===== src/rtl/pipe_equal_pkg.sv =====
// Shared helpers for the pipelined equality comparator.
// Latency: n/a (compile-time helpers only).
// Backpressure: n/a.
package pipe_equal_pkg;

    // Number of slices needed to cover n bits in d-bit pieces.
    function automatic int ceil_div(input int n, input int d);
        return (n + d - 1) / d;
    endfunction

endpackage


===== src/rtl/pipe_equal.sv =====
// Pipelined bitwise equality of two WIDTH-bit operands, split into CHUNK-bit slices.
// Latency: eq after edge n+2 reflects (a==b) sampled at edge n; 3 register levels.
// Backpressure: none; accepts a new pair every cycle, never stalls.
module pipe_equal
    import pipe_equal_pkg::*;
#(
    parameter int WIDTH = 64,
    parameter int CHUNK = 8
) (
    input  logic             clk,
    input  logic             rst,
    input  logic [WIDTH-1:0] a,
    input  logic [WIDTH-1:0] b,
    output logic             eq
);

    localparam int NCHUNK = ceil_div(WIDTH, CHUNK);

    logic [WIDTH-1:0]  a_q;
    logic [WIDTH-1:0]  b_q;
    // Marks stage-1 contents as real data rather than cleared reset values;
    // without it the cleared (and therefore equal) operands would report eq=1.
    logic              s1_live;
    logic [NCHUNK-1:0] slice_eq;
    logic [NCHUNK-1:0] flag_q;

    // Stage 1: capture operands every edge.
    always_ff @(posedge clk) begin
        if (rst) begin
            a_q     <= '0;
            b_q     <= '0;
            s1_live <= 1'b0;
        end else begin
            a_q     <= a;
            b_q     <= b;
            s1_live <= 1'b1;
        end
    end

    // Per-slice compare; the top slice is clipped to the valid operand bits.
    for (genvar i = 0; i < NCHUNK; i++) begin : g_slice
        localparam int LO = i * CHUNK;
        localparam int HI = (LO + CHUNK > WIDTH) ? WIDTH - 1 : LO + CHUNK - 1;
        assign slice_eq[i] = s1_live && (a_q[HI:LO] == b_q[HI:LO]);
    end

    // Stage 2: register one equality flag per slice.
    always_ff @(posedge clk) begin
        if (rst) begin
            flag_q <= '0;
        end else begin
            flag_q <= slice_eq;
        end
    end

    // Stage 3: overall result is the AND of all slice flags.
    always_ff @(posedge clk) begin
        if (rst) begin
            eq <= 1'b0;
        end else begin
            eq <= &flag_q;
        end
    end

endmodule


===== config.mk =====
export PLATFORM = sky130hd
export DESIGN_NAME = pipe_equal
export DESIGN_NICKNAME = d
export VERILOG_FILES = /design/src/rtl/pipe_equal_pkg.sv /design/src/rtl/pipe_equal.sv
export SDC_FILE = /design/constraint.sdc
export NUM_CORES = 1
export LEC_CHECK = 0
export ABC_AREA = 1
export ABC_CLOCK_PERIOD_IN_PS = 900
export BUFFER_PORTS_ARGS = -buffer_cell sky130_fd_sc_hd__buf_4
export CELL_PAD_IN_SITES_DETAIL_PLACEMENT = 0
export CELL_PAD_IN_SITES_GLOBAL_PLACEMENT = 2
export CORE_MARGIN = 10
export CORE_UTILIZATION = 26
export CTS_CLUSTER_SIZE = 10
export DETAILED_ROUTE_END_ITERATION = 8
export MAX_ROUTING_LAYER = met4
export PLACE_DENSITY_LB_ADDON = 0.1
export SYNTH_ARGS = -nofsm -noshare
export SYNTH_HDL_FRONTEND = slang
export SYNTH_SLANG_ARGS = --single-unit

===== constraint.sdc =====
create_clock -name clk -period 0.9 [get_ports clk]
set_clock_uncertainty 0.2 [all_clocks]
set_input_delay 0.135 -clock clk [delete_from_list [all_inputs] [get_ports clk]]
set_output_delay 0.135 -clock clk [all_outputs]
set_load 0.05 [all_outputs]

==> results of run 1 <==
## worst paths after layout
path | endpoint | slack (ns) | cells past startpoint
worst max-delay path | eq | -0.32 | 1
worst min-delay path | eq | -0.11 | 3
worst max register to register | flag_q[7] | -0.25 | 6
worst min register to register | eq | 0.27 | 2
## registers in the layout, summed over array words and instances, names as in the netlist
| register | flops |
|---|---|
| s1_live | 1 |
| a_q | 64 |
| b_q | 64 |
| flag_q | 8 |
| eq | 1 |
## final cells by class
class                           instances  area [sq um]
Inverter                              207           777
Fill cell                            1899         10500
Clock buffer                           18           429
Sequential cell                       138          2800
Multi-Input combinational cell        334          1440
Tap cell                              260           325
Clock inverter                         14           218
Timing Repair Buffer                  265          2340
## stage by stage
stage / std cells / instance area [sq um] / TNS [ns] / hold WS [ns] / total power, mW
2_1_floorplan: 693 / 5000 / -0.312 / 0.00499 / 7.32
3_3_place_gp: 1075 / 6300 / -14.51 / 0.137 / 7.94
3_5_place_dp: 1075 / 6300 / -16.00 / 0.140 / 7.95
4_1_cts: 1236 / 8270 / -2.13 / -0.103 / 16.1
5_1_grt: 1236 / 8330 / -2.53 / -0.111 / 16.7
6_report: 1236 / 8330 / -1.71 / -0.105 / 15.9
## synthesized netlist by cell type
library cell	n	area share, %
inv_1	207	16
dfxtp_1	138	55
nand3b_1	1	0.15
nor2_1	176	13
o21ai_0	1	0.10
nor3_1	1	0.10
nand4_1	2	0.25
buf_2	12	1.2
nand2_1	118	8.9
buf_4	2	0.30
xnor2_1	19	3.3
nor2_2	1	0.13
nand3_1	15	1.5
## where the power goes
group / total (mW) / switching, mW / leakage (nW) / internal (mW)
registers: 6.57 / 0.135 / 1.16 / 6.44
clock network: 7.57 / 2.64 / 0.307 / 4.93
logic: 1.72 / 0.658 / 2.83 / 1.06
total: 15.9 / 3.43 / 4.29 / 12.4
## metal layers
layer  share of wire (%)  up-vias  GRT usage, %
met2                  49       83          17.4
met5                   0        -             -
met1                  45     1914          11.9
met3                 5.0       10          4.05
li1                    -     2436             -
met4                 1.2        0          3.71
## cells by family (layout without fill, tap and decap cells)
logic type                count (synthesis)  after routing  synth area share [%]
AOI/OAI and AO/OA                         1              1                 0.100
xor gates and xnor gates                 19             19                  3.33
buffers and inverters                   221            504                  17.1
DFF                                     138            138                  55.3
and+or+nand+nor                         314            314                  24.2
## what timing repair did
action,in CTS,in global routing
setup endpoints to repair,10,10
endpoints found under the hold margin,134,11
pin swaps,12,12
gates resized for setup,18,33
==> summary.md, run 1 <==
| Metric | Value |
|---|---|
| Final slew viol count | `0` |
| Total grt overflow | `0` |
| Slowest CP cell | `dfxtp_2` |
| Synthesized flop and latch total | `138` |
| Fin crit period | `1.22 ns` |
| CP Class | `reg2out` |
| Post-route DRC | `0` |
| Global-route wire length before repair | `~20000 um` |
| Yosys warns | `0` |
| Area growth from synthesis to final layout | `66.8%` |
| CP Buf/Inv Count | `1` |
| Inserted Clock Buffers | `17` |
| PortBufs | `130` |
| Status | `finished, violations left` |
| Hold WS | `-0.105 ns` |
| Area of the die | `25200 sq um` |
| Die Wd | `around 160 um` |
| Reg-to-reg critical path startpoint | `s1_live` |
| Clk pin slew, worst setup/hold paths | `about 0.060 ns` |
| CP Launch Type | `register` |
| Final WL | `12300 um` |
| RePlAce Congestion | `~0.73` |
| Failing checks | `hold timing, setup timing` |
| Arrival time worst endpoint | `a little under 0.9 ns` |
| CP Launch Point | `eq` |
| CP Max Fanout | `1` |
| Commonest non-fill, non-tap cell in the layout | `inv_1` |
| HP Class | `in2reg` |
| CTS tree | `built` |
| Syn_area_per_cell | `approximately 7.2 sq um` |
| Leak | `between 4 and 5 nW` |
| Setup ws final | `-0.321 ns` |
| Sequential area share after synthesis | `55.3%` |
| CTS max path bufs | `2` |
| Clk root buf | `clkbuf_16` |
| Slew of the pin with the lowest slew margin | `~0.32 ns` |
| Detail Route Antenna Nets | `0` |
| GRT Total Usage | `between 10% and 20%` |
| Cts hold-fix bufs | `129` |
| Core Box Area | `18800 sq um` |
| Initial antenna violation count | `0` |
| Initial Util | `approximately a quarter` |
| Skew-Pair Late Insertion Delay | `approximately 0.42 ns` |
| Site Rows | `50` |
| Final setup violation count | `10` |
| Period utilisation layout | `136%` |
| Die height | `approximately 160 um` |
| Ports | `around 130` |
| DR WL/cell | `9.99 um` |
| Mean number of vias per cell | `3.59` |
| Crit path largest cell delay | `~0.33 ns` |
| Most frequent cells in the layout | `inv_1 (201), nor2_1 (164), buf_4 (133), dlygate4sd3_1 (129), nand2_1 (115)` |
| Yosys cell types | `13` |
| Slew HR | `between 70% and 80%` |
| Final core utilization | `around 44%` |
| Vias in the first global route | `~4600` |
| Clock Sinks | `between 100 and 150` |
| # diodes | `0` |
| Post-Syn Area | `around 5000 sq um` |
| Worst-path cell chain | `buf_8` |
| Post-CTS Setup Bufs | `0` |
| H-tree depth | `4` |
| Final nets | `approximately 1100` |
| Largest net degree at the start of global routing | `37` |
| Worst VDD drop | `0.00111 V` |
| Synthesized net count | `between 800 and 900` |
| Power Density | `about 1900 nW/um^2` |
| DR vias | `4443` |
| Layout cell share with drive strength beyond 1 | `22.5%` |
| Detailed placement HPWL | `9050 um` |
| CP Data Required Time | `~0.56 ns` |
| Cells after Synth | `~690` |
| Pre-CTS WS | `-0.283 ns` |
| Initial DRC Count | `around 110` |
| Endpoint type of the worst setup path | `primary output` |
| Min-Delay Startpoint | `rst` |
| RSZ-0062 raised after global routing | `true` |
| Max Cap Violations | `0` |
| F_max | `819 MHz` |
| Final hold violations | `19` |
| Drt first pass iters | `5` |
| Family with the most delay on the worst path | `flip-flops` |
Note: power is estimated with default switching activity, not from simulation.
==> run 2, diff against run 1 <==
- RECOVER_POWER: not set -> 50
==> summary.md, run 2 (synthesized netlist as in run 1, its figures left out) <==
| Metric | Value |
|---|---|
| Status | `finished, violations left` |
| Failing checks | `hold timing, setup timing` |
| Area growth from synthesis to final layout | `66.8%` |
| Initial Util | `between 20% and 30%` |
| Period utilisation layout | `136%` |
| CTS tree | `built` |
| Clock Sinks | `around 140` |
| Slew HR | `78.8%` |
| Post-Route Setup TNS | `-1.71 ns` |
| Regs by FF count | `a_q x64, b_q x64, flag_q x8` |
| Inserted Clock Buffers | `17` |
| # diodes | `0` |
| Drt first pass iters | `5` |
| Vias in the first global route | `around 4600` |
| Setup ws final | `-0.320 ns` |
| Initial antenna violation count | `0` |
| CTS max path bufs | `2` |
| Clk pin slew, worst setup/hold paths | `roughly 0.060 ns` |
| Wl on met1 | `approximately 5500 um` |
| Final nets | `about 1100` |
| CP Data Required Time | `around 0.56 ns` |
| Arrival time worst endpoint | `about 0.88 ns` |
| HP Class | `in2reg` |
| Power Density | `between 1500 and 2000 nW/um^2` |
| Final WL | `roughly 12000 um` |
| Post-CTS Setup Bufs | `0` |
| Most frequent cells in the layout | `inv_1 (201), nor2_1 (164), dlygate4sd3_1 (129), nand2_1 (115), dfxtp_1 (111)` |
| Final setup violation count | `10` |
| Uppermost layer routed | `met4` |
| Die Wd | `159 um` |
| H-tree depth | `4` |
| DR WL/cell | `roughly 10 um` |
| CP Max Fanout | `1` |
| Cts hold-fix bufs | `between 100 and 150` |
| Largest net degree at the start of global routing | `37` |
| CP Class | `reg2out` |
| Commonest non-fill, non-tap cell in the layout | `inv_1` |
| PortBufs | `130` |
| Max Cap Violations | `0` |
| Crit path largest cell delay | `0.33 ns` |
| Final slew viol count | `0` |
| Total grt overflow | `0` |
| Mean number of vias per cell | `between 3 and 4` |
| Worst VDD drop | `approximately 0.0011 V` |
| Detail Route Antenna Nets | `0` |
| GRT Total Usage | `10.7%` |
| Detailed placement HPWL | `a little over 9000 um` |
| Post-route DRC | `0` |
| Layout cell share with drive strength beyond 1 | `between 20% and 30%` |
| Skew-Pair Late Insertion Delay | `approximately 0.42 ns` |
| Clk root buf | `clkbuf_16` |
| Ports | `roughly 130` |
| Area of the die | `25200 sq um` |
| Leak | `around 4.3 nW` |
| Final hold violations | `18` |
| Family with the most delay on the worst path | `flip-flops` |
| Slew of the pin with the lowest slew margin | `between 0.3 and 0.4 ns` |
| CP Buf/Inv Count | `1` |
| Endpoint type of the worst setup path | `primary output` |
| Site Rows | `50` |
| RSZ-0062 raised after global routing | `true` |
| Hold WS | `-0.104 ns` |
| Global-route wire length before repair | `roughly 20000 um` |
| CP Launch Type | `register` |
| Die height | `159 um` |
| Slowest CP cell | `dfxtp_2` |
| Met2 wire len | `between 6000 and 7000 um` |
| RePlAce Congestion | `0.730` |
| Worst-path cell chain | `buf_8` |
| DR vias | `between 4000 and 5000` |
| Core Box Area | `roughly 19000 sq um` |
| Met3 Wirelength | `between 600 and 700 um` |
| Initial DRC Count | `86` |
| F_max | `slightly above 800 MHz` |
| Fin crit period | `between 1 and 1.5 ns` |
==> run 2: cell count changes in the layout (fill, tap and decap cells not counted), sizes merged <==
| cell | delta |
|---|---|
| buf | -64 |
| clkbuf | +64 |
==> run 2: final timing paths <==
path | to | from | slack, ns | depth (start not counted)
min | eq | rst | -0.10 | 3
min reg2reg | eq | flag_q[7] | 0.27 | 2
max reg2reg | flag_q[7] | s1_live | -0.26 | 6
max | eq | eq | -0.32 | 1
==> run 2: area by class of cell <==
class | count | area [sq um]
repair buffers | 265 | 2340
fillers | 1899 | 10500
clock buffers | 18 | 429
well taps | 260 | 325
inverters | 207 | 777
multi-input cells | 334 | 1440
clock inverters | 14 | 218
flip-flops and latches | 138 | 2800
==> run 2: stage by stage <==
step,instance area (sq um),util (%),power (mW),std cells,worst slack (ns)
after floorplan,5000,-,7.32,693,-0.0822
after global placement,6300,33.5,7.94,1075,-0.265
after detailed placement,6300,33.5,7.95,1075,-0.283
after CTS,8270,43.9,16.1,1236,-0.346
after global routing,8330,44.3,16.7,1236,-0.365
final,8330,44.3,15.8,1236,-0.320
==> run 2: metal layers <==
metal / global-route usage [%] / vias to the layer above
met5: - / -
met4: 3.71 / 0
met3: 4.05 / 10
met2: 17.4 / 84
met1: 11.9 / 1920
li1: - / 2436
==> run 2: power breakdown <==
part	leakage (nW)	internal [mW]	switching, mW
Combinational	2.82	1.04	0.653
Clock	0.307	4.93	2.64
Sequential	1.16	6.44	0.135
Total	4.28	12.4	3.42
==> run 2: repair_timing <==
item	in CTS	in global routing
hold endpoints to repair	134	11
gates cloned	0	0
endpoints found under the setup margin	10	10
pin swaps	12	12
gates resized for setup	18	33
==> run 3, diff against run 2 <==
- ABC_CLOCK_PERIOD_IN_PS: 900 -> not set
- PLACE_DENSITY_LB_ADDON: 0.1 -> 0.08
==> summary.md, run 3 (synthesized netlist as in run 1, its figures left out) <==
| Metric | Value |
|---|---|
| Status | `finished, violations left` |
| Total grt overflow | `0` |
| Core Box Area | `about 19000 sq um` |
| Drt first pass iters | `4` |
| HP Class | `in2reg` |
| RSZ-0062 raised after global routing | `true` |
| CP Data Required Time | `between 0.5 and 0.6 ns` |
| Arrival time worst endpoint | `just under 0.9 ns` |
| Endpoint type of the worst setup path | `primary output` |
| Detail Route Antenna Nets | `0` |
| PortBufs | `130` |
| Crit path largest cell delay | `about 0.33 ns` |
| Post-Route Setup TNS | `-1.86 ns` |
| F_max | `just over 800 MHz` |
| Area of the die | `25200 sq um` |
| Family with the most delay on the worst path | `flip-flops` |
| CTS tree | `built` |
| GRT Total Usage | `roughly a tenth` |
| Die height | `about 160 um` |
| Pre-CTS WS | `-0.238 ns` |
| Vias in the first global route | `about 4600` |
| Detailed placement HPWL | `between 8000 and 9000 um` |
| CP Class | `reg2out` |
| Die Wd | `159 um` |
| Post-Layout Cell Count | `approximately 1200` |
| Cell count after placement | `1075` |
| Met3 Use GR | `3.35%` |
| Power Density | `~1800 nW/um^2` |
| Final hold violations | `3` |
| Global-route wire length before repair | `~20000 um` |
| CTS max path bufs | `2` |
| Leak | `between 4 and 5 nW` |
| Initial Util | `about a quarter` |
| Final setup violation count | `9` |
| Most frequent cells in the layout | `inv_1 (198), nor2_1 (165), dlygate4sd3_1 (129), nand2_1 (112), dfxtp_1 (109)` |
| Hold WS | `-0.114 ns` |
| CP Launch Type | `register` |
| Overall Power | `14.8 mW` |
| Post-route DRC | `0` |
| Mean number of vias per cell | `roughly 3.6` |
| Skew-Pair Late Insertion Delay | `between 0.4 and 0.5 ns` |
| CP Max Fanout | `1` |
| GR met2 Demand/Resource | `17.8%` |
| H-tree depth | `4` |
| CP Buf/Inv Count | `1` |
| Period utilisation layout | `135%` |
| Slew HR | `about nine tenths` |
| Site Rows | `50` |
| Layout cell share with drive strength beyond 1 | `approximately a quarter` |
| DR WL/cell | `between 10 and 15 um` |
| Commonest non-fill, non-tap cell in the layout | `inv_1` |
| Inserted Clock Buffers | `17` |
| Clk root buf | `clkbuf_16` |
| Initial antenna violation count | `0` |
| RePlAce Congestion | `a little over 0.7` |
| Total of fill cells in the finished design | `about 2000` |
| # diodes | `0` |
| Clk pin slew, worst setup/hold paths | `~0.05 ns` |
| Ports | `between 100 and 150` |
| Largest net degree at the start of global routing | `37` |
| Slew of the pin with the lowest slew margin | `roughly 0.18 ns` |
| Final WL | `between 10000 and 15000 um` |
| Regs by FF count | `a_q x64, b_q x64, flag_q x8` |
| Cts hold-fix bufs | `129` |
| Max Cap Violations | `0` |
| Worst-path cell chain | `buf_8` |
| DR vias | `~4400` |
| Grt met1 use | `between 10% and 20%` |
| Final nets | `~1100` |
| Fin crit period | `approximately 1.2 ns` |
| Worst VDD drop | `approximately 0.0012 V` |
| Failing checks | `hold timing, setup timing` |
| Initial DRC Count | `129` |
| Clock Sinks | `between 100 and 150` |
| Final slew viol count | `0` |
| Setup ws final | `-0.312 ns` |
| Slowest CP cell | `dfxtp_2` |
| GRT Max-Usage Layer | `met2` |
| Area growth from synthesis to final layout | `66.4%` |
[run 3: changes by cell type in the layout (fill, tap and decap cells not counted), sizes merged]
cell	change
clkbuf	+6
bufinv	-4
buf	+3
clkinv	+3
inv	-3
clkinvlp	-2
[run 3: repair_timing]
action | in CTS | in global routing
setup endpoints to repair | 10 | 10
endpoints found under the hold margin | 134 | 2
setup buffers | 1 | 2
resized for setup | 18 | 43
pin swaps | 12 | 21
[run 3: report_power, final]
group	switching, mW	internal [mW]
Combinational	0.668	1.07
Sequential	0.133	6.44
Clock	2.46	4.06
Total	3.26	11.6
[run 3: final timing paths]
check        startpoint        end  slack [ns]  depth (start not counted)
max                  eq         eq       -0.31                          1
min                 rst         eq       -0.11                          3
max reg2reg     s1_live  flag_q[7]       -0.29                          7
min reg2reg   flag_q[7]         eq        0.25                          2
[run 3: layout make-up]
type                    count  area (sq um)  share of cell area [%]
flip-flops and latches    138          2800                    33.7
inverters                 207           777                    9.34
repair buffers            268          2400                    28.8
multi-input cells         334          1460                    17.5
clock inverters             8          67.6                   0.813
clock buffers              24           492                    5.91
well taps                 260           325                    3.91
[run 3: through the flow]
step	instance area, sq um	hold WS, ns	utilization, %
5_1_grt	8320	-0.116	44.2
6_report	8320	-0.114	44.2
3_3_place_gp	6320	0.135	33.6
4_1_cts	8220	-0.133	43.6
2_1_floorplan	5000	0.00499	-
3_5_place_dp	6320	0.142	33.6
[run 3: layer usage]
metal	vias to the layer above	routed length, um
met4	0	155
met5	-	0
met1	1880	5540
met2	85	6230
met3	12	580
li1	2443	-
